## config.mk

```make
export PLATFORM = sky130hd
export DESIGN_NAME = bl_calc
export DESIGN_NICKNAME = d
export VERILOG_FILES = /design/src/rtl/bl_calc_pkg.sv /design/src/rtl/bl_div_seq.sv /design/src/rtl/bl_calc.sv
export SDC_FILE = /design/constraint.sdc
export NUM_CORES = 1
export LEC_CHECK = 0
export CAP_MARGIN = 20
export CORE_UTILIZATION = 50
export DETAILED_ROUTE_END_ITERATION = 7
export GPL_TIMING_DRIVEN = 0
export HOLD_SLACK_MARGIN = 0.05
export PLACE_DENSITY = 0.77
export SLEW_MARGIN = 20
export SYNTH_ARGS = -nofsm -noshare
export SYNTH_HDL_FRONTEND = slang
export SYNTH_HIERARCHICAL = 1
export SYNTH_SLANG_ARGS = --single-unit
export TNS_END_PERCENT = 30
```

## constraint.sdc

```tcl
create_clock -name clk -period 7.37 [get_ports clk]
set_clock_uncertainty 0.2 [all_clocks]
set_input_delay 1.474 -clock clk [delete_from_list [all_inputs] [get_ports clk]]
set_output_delay 1.474 -clock clk [all_outputs]
set_load 0.005 [all_outputs]
```

## src/rtl/bl_calc_pkg.sv

```systemverilog
// Shared definitions for the baseline calculator.
//   - bl_state_t : controller state encoding
//   - default lane/counter widths and the derived accumulator width
//   - lane index constants (lane A occupies the lowest bits of a packed bus)
package bl_calc_pkg;

  localparam int ADC_W_DEFAULT = 16;
  localparam int CNT_W_DEFAULT = 11;
  localparam int ACC_WIDTH     = ADC_W_DEFAULT + CNT_W_DEFAULT;

  localparam int NUM_LANES = 4;
  localparam int LANE_A    = 0;
  localparam int LANE_B    = 1;
  localparam int LANE_C    = 2;
  localparam int LANE_D    = 3;

  typedef enum logic [2:0] {
    ST_IDLE = 3'd0,
    ST_ACC  = 3'd1,
    ST_DIV  = 3'd2,
    ST_FIX  = 3'd3,
    ST_DONE = 3'd4
  } bl_state_t;

endpackage

```

## src/rtl/bl_div_seq.sv

```systemverilog
// One-lane sequential restoring divider (unsigned).
//   clk, rst_n : clock, synchronous active-low reset
//   start      : load dividend/divisor and begin; one quotient bit per cycle
//   dividend   : DIVIDEND_W-bit unsigned numerator
//   divisor    : DIVISOR_W-bit unsigned denominator
//   quotient   : low QUOT_W bits of the quotient; 0 when the divisor is 0
//   done       : high in the cycle the last quotient bit is being formed;
//                quotient is final from the following cycle onward
// Takes DIVIDEND_W cycles after start. A new start restarts at once.
module bl_div_seq
  import bl_calc_pkg::*;
#(
  parameter int DIVIDEND_W = ACC_WIDTH,
  parameter int DIVISOR_W  = CNT_W_DEFAULT,
  parameter int QUOT_W     = ADC_W_DEFAULT
) (
  input  logic                  clk,
  input  logic                  rst_n,
  input  logic                  start,
  input  logic [DIVIDEND_W-1:0] dividend,
  input  logic [DIVISOR_W-1:0]  divisor,
  output logic [QUOT_W-1:0]     quotient,
  output logic                  done
);

  localparam int ITER_W = $clog2(DIVIDEND_W + 1);

  // q_reg starts as the dividend and is shifted left one bit per step; the
  // vacated LSBs fill with quotient bits, so after DIVIDEND_W steps it holds
  // the full quotient.
  logic [DIVIDEND_W-1:0] q_reg;
  logic [DIVISOR_W-1:0]  rem;
  logic [DIVISOR_W-1:0]  den;
  logic [ITER_W-1:0]     iter;
  logic                  run;

  logic [DIVISOR_W:0] rem_shift;
  logic [DIVISOR_W:0] rem_diff;
  logic               ge;

  // The remainder is always below the divisor, so it fits DIVISOR_W bits;
  // only the shifted trial value needs one extra bit.
  always_comb begin
    rem_shift = {rem, q_reg[DIVIDEND_W-1]};
    ge        = (rem_shift >= {1'b0, den});
    rem_diff  = rem_shift - {1'b0, den};
  end

  always_ff @(posedge clk) begin
    if (!rst_n) begin
      q_reg <= '0;
      rem   <= '0;
      den   <= '0;
      iter  <= '0;
      run   <= 1'b0;
    end else if (start) begin
      q_reg <= dividend;
      rem   <= '0;
      den   <= divisor;
      iter  <= ITER_W'(DIVIDEND_W);
      run   <= 1'b1;
    end else if (run) begin
      rem   <= ge ? rem_diff[DIVISOR_W-1:0] : rem_shift[DIVISOR_W-1:0];
      q_reg <= {q_reg[DIVIDEND_W-2:0], ge};
      iter  <= iter - 1'b1;
      if (iter == ITER_W'(1)) run <= 1'b0;
    end
  end

  assign done     = run && (iter == ITER_W'(1));
  // A zero divisor would otherwise produce all ones.
  assign quotient = (den == '0) ? '0 : q_reg[QUOT_W-1:0];

endmodule

```

## src/rtl/bl_calc.sv

```systemverilog
// Baseline calculator: per-lane signed mean of a baseline sample window.
//   clk, rst_n    : clock, synchronous active-low reset
//   din           : four packed two's-complement lanes, A in the low bits
//   data_BL_valid : din carries a baseline sample this cycle
//   BL            : per-lane mean (truncated toward zero), same packing as din
//   BL_update     : one-cycle strobe; BL is new in this cycle and holds
//   bl_busy       : high from the first accepted sample until after BL_update
//   bl_count      : number of samples behind the current BL
// A window is a run of consecutive valid cycles. Its first invalid cycle
// (t0) starts the division; BL/BL_update appear at t0+29. A valid sample
// during DIV/FIX/DONE abandons the pending result and opens a new window.
module bl_calc
  import bl_calc_pkg::*;
#(
  parameter int ADC_BIT_WIDTH = ADC_W_DEFAULT,
  parameter int CNT_WIDTH     = CNT_W_DEFAULT
) (
  input  logic                         clk,
  input  logic                         rst_n,
  input  logic [4*ADC_BIT_WIDTH-1:0]   din,
  input  logic                         data_BL_valid,
  output logic [4*ADC_BIT_WIDTH-1:0]   BL,
  output logic                         BL_update,
  output logic                         bl_busy,
  output logic [CNT_WIDTH-1:0]         bl_count
);

  localparam int ACC_W = ADC_BIT_WIDTH + CNT_WIDTH;

  bl_state_t              state;
  logic [ACC_W-1:0]       acc      [NUM_LANES];
  logic [CNT_WIDTH-1:0]   count;
  logic [NUM_LANES-1:0]   sign_q;

  logic [ACC_W-1:0]          lane_ext [NUM_LANES];
  logic [ACC_W-1:0]          acc_abs  [NUM_LANES];
  logic [ADC_BIT_WIDTH-1:0]  quot     [NUM_LANES];
  logic [NUM_LANES-1:0]      div_done;
  logic [4*ADC_BIT_WIDTH-1:0] bl_next;
  logic                      div_start;
  logic                      count_full;

  always_comb begin
    bl_next = '0;
    for (int i = 0; i < NUM_LANES; i++) begin
      lane_ext[i] = {{CNT_WIDTH{din[i*ADC_BIT_WIDTH+ADC_BIT_WIDTH-1]}},
                     din[i*ADC_BIT_WIDTH +: ADC_BIT_WIDTH]};
      acc_abs[i]  = acc[i][ACC_W-1] ? (~acc[i] + 1'b1) : acc[i];
      // Mean of in-range samples is in range, so the low bits are exact.
      bl_next[i*ADC_BIT_WIDTH +: ADC_BIT_WIDTH] =
        sign_q[i] ? (~quot[i] + 1'b1) : quot[i];
    end
  end

  assign count_full = (count == {CNT_WIDTH{1'b1}});
  // The dividers capture |acc| and count on the edge that leaves ACC.
  assign div_start  = (state == ST_ACC) && !data_BL_valid;

  for (genvar g = 0; g < NUM_LANES; g++) begin : g_lane
    bl_div_seq #(
      .DIVIDEND_W (ACC_W),
      .DIVISOR_W  (CNT_WIDTH),
      .QUOT_W     (ADC_BIT_WIDTH)
    ) u_div (
      .clk      (clk),
      .rst_n    (rst_n),
      .start    (div_start),
      .dividend (acc_abs[g]),
      .divisor  (count),
      .quotient (quot[g]),
      .done     (div_done[g])
    );
  end

  always_ff @(posedge clk) begin
    if (!rst_n) begin
      state     <= ST_IDLE;
      count     <= '0;
      sign_q    <= '0;
      BL        <= '0;
      BL_update <= 1'b0;
      bl_busy   <= 1'b0;
      bl_count  <= '0;
      for (int i = 0; i < NUM_LANES; i++) acc[i] <= '0;
    end else begin
      BL_update <= 1'b0;
      if (data_BL_valid && (state != ST_ACC)) begin
        // First sample of a new window; also abandons any pending result.
        for (int i = 0; i < NUM_LANES; i++) acc[i] <= lane_ext[i];
        count   <= CNT_WIDTH'(1);
        bl_busy <= 1'b1;
        state   <= ST_ACC;
      end else begin
        case (state)
          ST_IDLE: ;
          ST_ACC: begin
            if (data_BL_valid) begin
              if (!count_full) begin
                for (int i = 0; i < NUM_LANES; i++) acc[i] <= acc[i] + lane_ext[i];
                count <= count + 1'b1;
              end
            end else begin
              for (int i = 0; i < NUM_LANES; i++) sign_q[i] <= acc[i][ACC_W-1];
              state <= ST_DIV;
            end
          end
          ST_DIV: begin
            if (&div_done) state <= ST_FIX;
          end
          ST_FIX: begin
            BL        <= bl_next;
            bl_count  <= count;
            BL_update <= 1'b1;
            state     <= ST_DONE;
          end
          ST_DONE: begin
            bl_busy <= 1'b0;
            state   <= ST_IDLE;
          end
          default: state <= ST_IDLE;
        endcase
      end
    end
  end

endmodule

```

==> flow_summary.ini <==
[worst_hold_path]
min_path_cells = 2
hold_path_class = reg -> reg
hold_path_startpoint = bl_count[7]
hold_path_end = bl_count[7]

[timing]
finalHoldViolCount = 0
fin_crit_sh_pct = 66.6
fin_ws_ps = 2460
slew_violations = 0
worstMarginPinSlew_ps = 1080
setup_violations = 0
rsz0062_at_grt = false
max_slew_margin_pct = 27.8
max_freq_mhz = 204
fin_crit_ps = 4910
fin_setup_tns_ps = 0

[yosys]
syn-num-nets = 3588
seq_area_frac_synth_pct = 33.1
synth_cell_type_count = 78
synth_area_um2 = 28800
synth-edff-count = 108
synth_seq_cells = 423
synthArstFlopShare_pct = 0
synthCells = 3348
synth.avg_cell_area_um2 = 8.61
synth_ff_type = dfxtp_1
ys_warn_count = 6

[floorplanning]
start_util_pct = 50.8
die_h_um = 242
core_um2 = 56700
dieArea_um2 = 58600
dieWidth_um = 242
ioPinCount = 144
rows = 87

[placement]
pre_cts_ws_ps = 1930
globalplace.congestion = 0.937
io_buffer_count = 143
dp_hpwl_mm = 57.9

[flow_run]
drv_cap = 0

[pwr]
p_clk_share_pct = 37.6
switching_power_w = 0.00201
p_total_w = 0.00673
share_comb_of_total_power_pct = 23.1
power.density_nw_per_um2 = 205
switching_share_pct = 29.8
p_leak_nw = 13.2
peakVddDrop_mv = 0.179
p_seq_share_pct = 39.3
cell_internal_pwr_w = 0.00472

[worst_setup_path]
cp_num_buf_inv = 2
path_cells = clkdlybuf4s50_1, ha_1, inv_1, fa_1, nor2b_1, o31ai_1, a2111oi_0, a211o_1, a21o_1, a311oi_1, o2111ai_1, mux2i_1, nand2_1
cp.required_ps = 7520
cp_top_family = compound AO/OA/AOI/OAI gates
cp_slowest_cell = a2111oi_0
critical_path.startpoint_type = primary input
r2r_start = state[0]
worstReg2RegEnd = acc[3][7]
rrSetupSlack_ps = 3040
end_kind = flip-flop
reg2reg_depth = 7
setup.worst_path.class = in -> reg
worstPathArrival_ps = 5070
cpPeakStageDelay_ps = 850
critPathLaunch = din[48]
path_max_fanout = 4

[cts]
cts_tree = done
cts_htree_levels = 2
cts_sinks = 423
ctsResizeCount = 0
cts_buffers = 49
insertion_delay_ps = 600
cts_hold_buf = 0
cts_setup_buffers = 0
clk_pin_slew_worst_paths_ps = 60
root_buffer = clkbuf_16
cts_max_path_buffers = 3

[layout]
fill_cells = 4938
layout-drive-gt1-share_pct = 4.61
multi_input_area_um2 = 17900
seqCellArea_um2 = 9550
layout.nets = 3784
area_delta_synth_final_pct = 14.2
n_antenna_cell = 0

[global_routing]
grt_use_total_pct = 25.8
antenna_found_initial = 0
grt_pass1_wl_mm = 123
grt_start_max_net_pins = 33
grt_pass1_vias = 23100
grt_overflow_total = 0

[routing]
drt_iter0_markers = 1995
firstDrtPassIters = 6
postRouteAntennaNets = 0
vias = 25000
drt_wl_total_mm = 77.8
drc = 0
via_per_inst = 5.77
wl_per_cell_um = 17.9

[outcome]
outcome = finished clean
-- Yosys cell counts (10+ instances only) --
| master | n | area, µm² |
|---|---|---|
| o211a_1 | 47 | 470 |
| ha_1 | 165 | 2060 |
| edfxtp_1 | 108 | 3240 |
| o21a_1 | 41 | 308 |
| a21o_1 | 56 | 420 |
| mux2i_1 | 182 | 1820 |
| nand3_1 | 36 | 180 |
| a31oi_1 | 42 | 263 |
| or3_1 | 34 | 213 |
| dfxtp_1 | 315 | 6310 |
| or2_2 | 11 | 68.8 |
| a32o_1 | 10 | 100 |
| nor2b_1 | 64 | 400 |
| o31ai_1 | 36 | 270 |
| a21oi_1 | 158 | 791 |
| or4_1 | 26 | 195 |
| a21boi_0 | 28 | 210 |
| a211oi_1 | 18 | 135 |
| nor2_1 | 100 | 375 |
| o21bai_1 | 12 | 90.1 |
| nor4_1 | 20 | 125 |
| xor2_1 | 131 | 1150 |
| and2_1 | 189 | 1180 |
| nand2_1 | 403 | 1510 |
| inv_1 | 125 | 469 |
| o211ai_1 | 13 | 97.6 |
| o41ai_1 | 19 | 166 |
| buf_2 | 12 | 60.1 |
| nor3_1 | 39 | 195 |
| a31o_2 | 10 | 87.6 |
| clkbuf_1 | 130 | 488 |
| nor3b_1 | 11 | 82.6 |
| nand4_1 | 19 | 119 |
| o21ai_0 | 359 | 1800 |
| nand2b_1 | 51 | 319 |
| xnor2_1 | 151 | 1320 |
| and3_1 | 38 | 238 |
-- per-layer routing --
layer	vias up	routed length [µm]	GRT usage (%)
met5	-	0	0
met4	0	2230	8.69
met3	115	4910	3.10
met2	744	34900	41.1
met1	11800	35800	35.9
li1	12300	-	-
-- per-stage QoR --
step	cell area [µm²]	utilization, %	hold slack [ps]	cells
floorplan	28800	-	257	3348
global placement	31200	55.0	253	4247
detailed placement	31200	55.1	261	4249
CTS	32900	58.0	269	4336
global route	32900	58.0	288	4336
finish	32900	58.0	265	4336
-- cells in the final DEF, fill, tap and decap left out, types with 38 or more instances in the layout --
master and count:
o21a_1 41, xnor2_1 151, a31oi_1 42, xor2_1 131
and2_1 189, o211a_1 47, nand2b_1 51, nor3_1 39
and3_1 38, clkbuf_16 54, clkbuf_1 142, ha_1 165
dfxtp_1 315, o21ai_0 359, nand2_1 403, clkdlybuf4s50_1 142
inv_1 125, mux2i_1 182, nor2b_1 64, a21oi_1 158
edfxtp_1 108, nor2_1 100, a21o_1 56
-- final cells by class --
type / count / area share (%)
multi-input cells: 2634 / 54.6
flip-flops and latches: 423 / 29.0
repair buffers: 145 / 4.46
clock buffers: 71 / 4.45
well taps: 756 / 2.88
plain buffers: 166 / 2.61
inverters: 125 / 1.43
clock inverters: 16 / 0.597
-- power by group through the flow --
stage | Sequential [W] | Combinational, W | Clock (W)
after floorplan | 0.00265 | 0.00120 | 0
final | 0.00265 | 0.00155 | 0.00253
after detailed placement | 0.00269 | 0.00153 | 0
after global placement | 0.00269 | 0.00150 | 0
after global routing | 0.00266 | 0.00172 | 0.00266
after CTS | 0.00264 | 0.00154 | 0.00256
-- cell families (layout without fill, tap and decap cells) --
kind of cell               after synthesis  after routing  share of synthesized area (%)
muxes                                  184            184                           6.40
DFF                                    423            423                           33.1
AOI/OAI and AO/OA                      916            916                           20.3
and+or+nand+nor                       1079           1079                           19.3
xor gates and xnor gates               282            282                           8.57
adders and majority gates              173            173                           7.72
buffers and inverters                  291            523                           4.61
-- how the worst max path moves through the flow --
stage | to | cells after the start
CTS | acc[3][26] | 13
floorplan | acc[3][26] | 12
global route | acc[3][26] | 13
finish | acc[3][26] | 13
global placement | acc[3][6] | 6
detailed placement | acc[3][26] | 13
-- worst reg2reg max path: cells and delay by family (launching register included) --
| family | cells | cell delay [ps] |
|---|---|---|
| simple gates | 3 | 1420 |
| buf+inv | 3 | 1860 |
| compound gates | 1 | 290 |
| flops | 1 | 440 |
No activity file was read; power rests on OpenSTA's default activity.
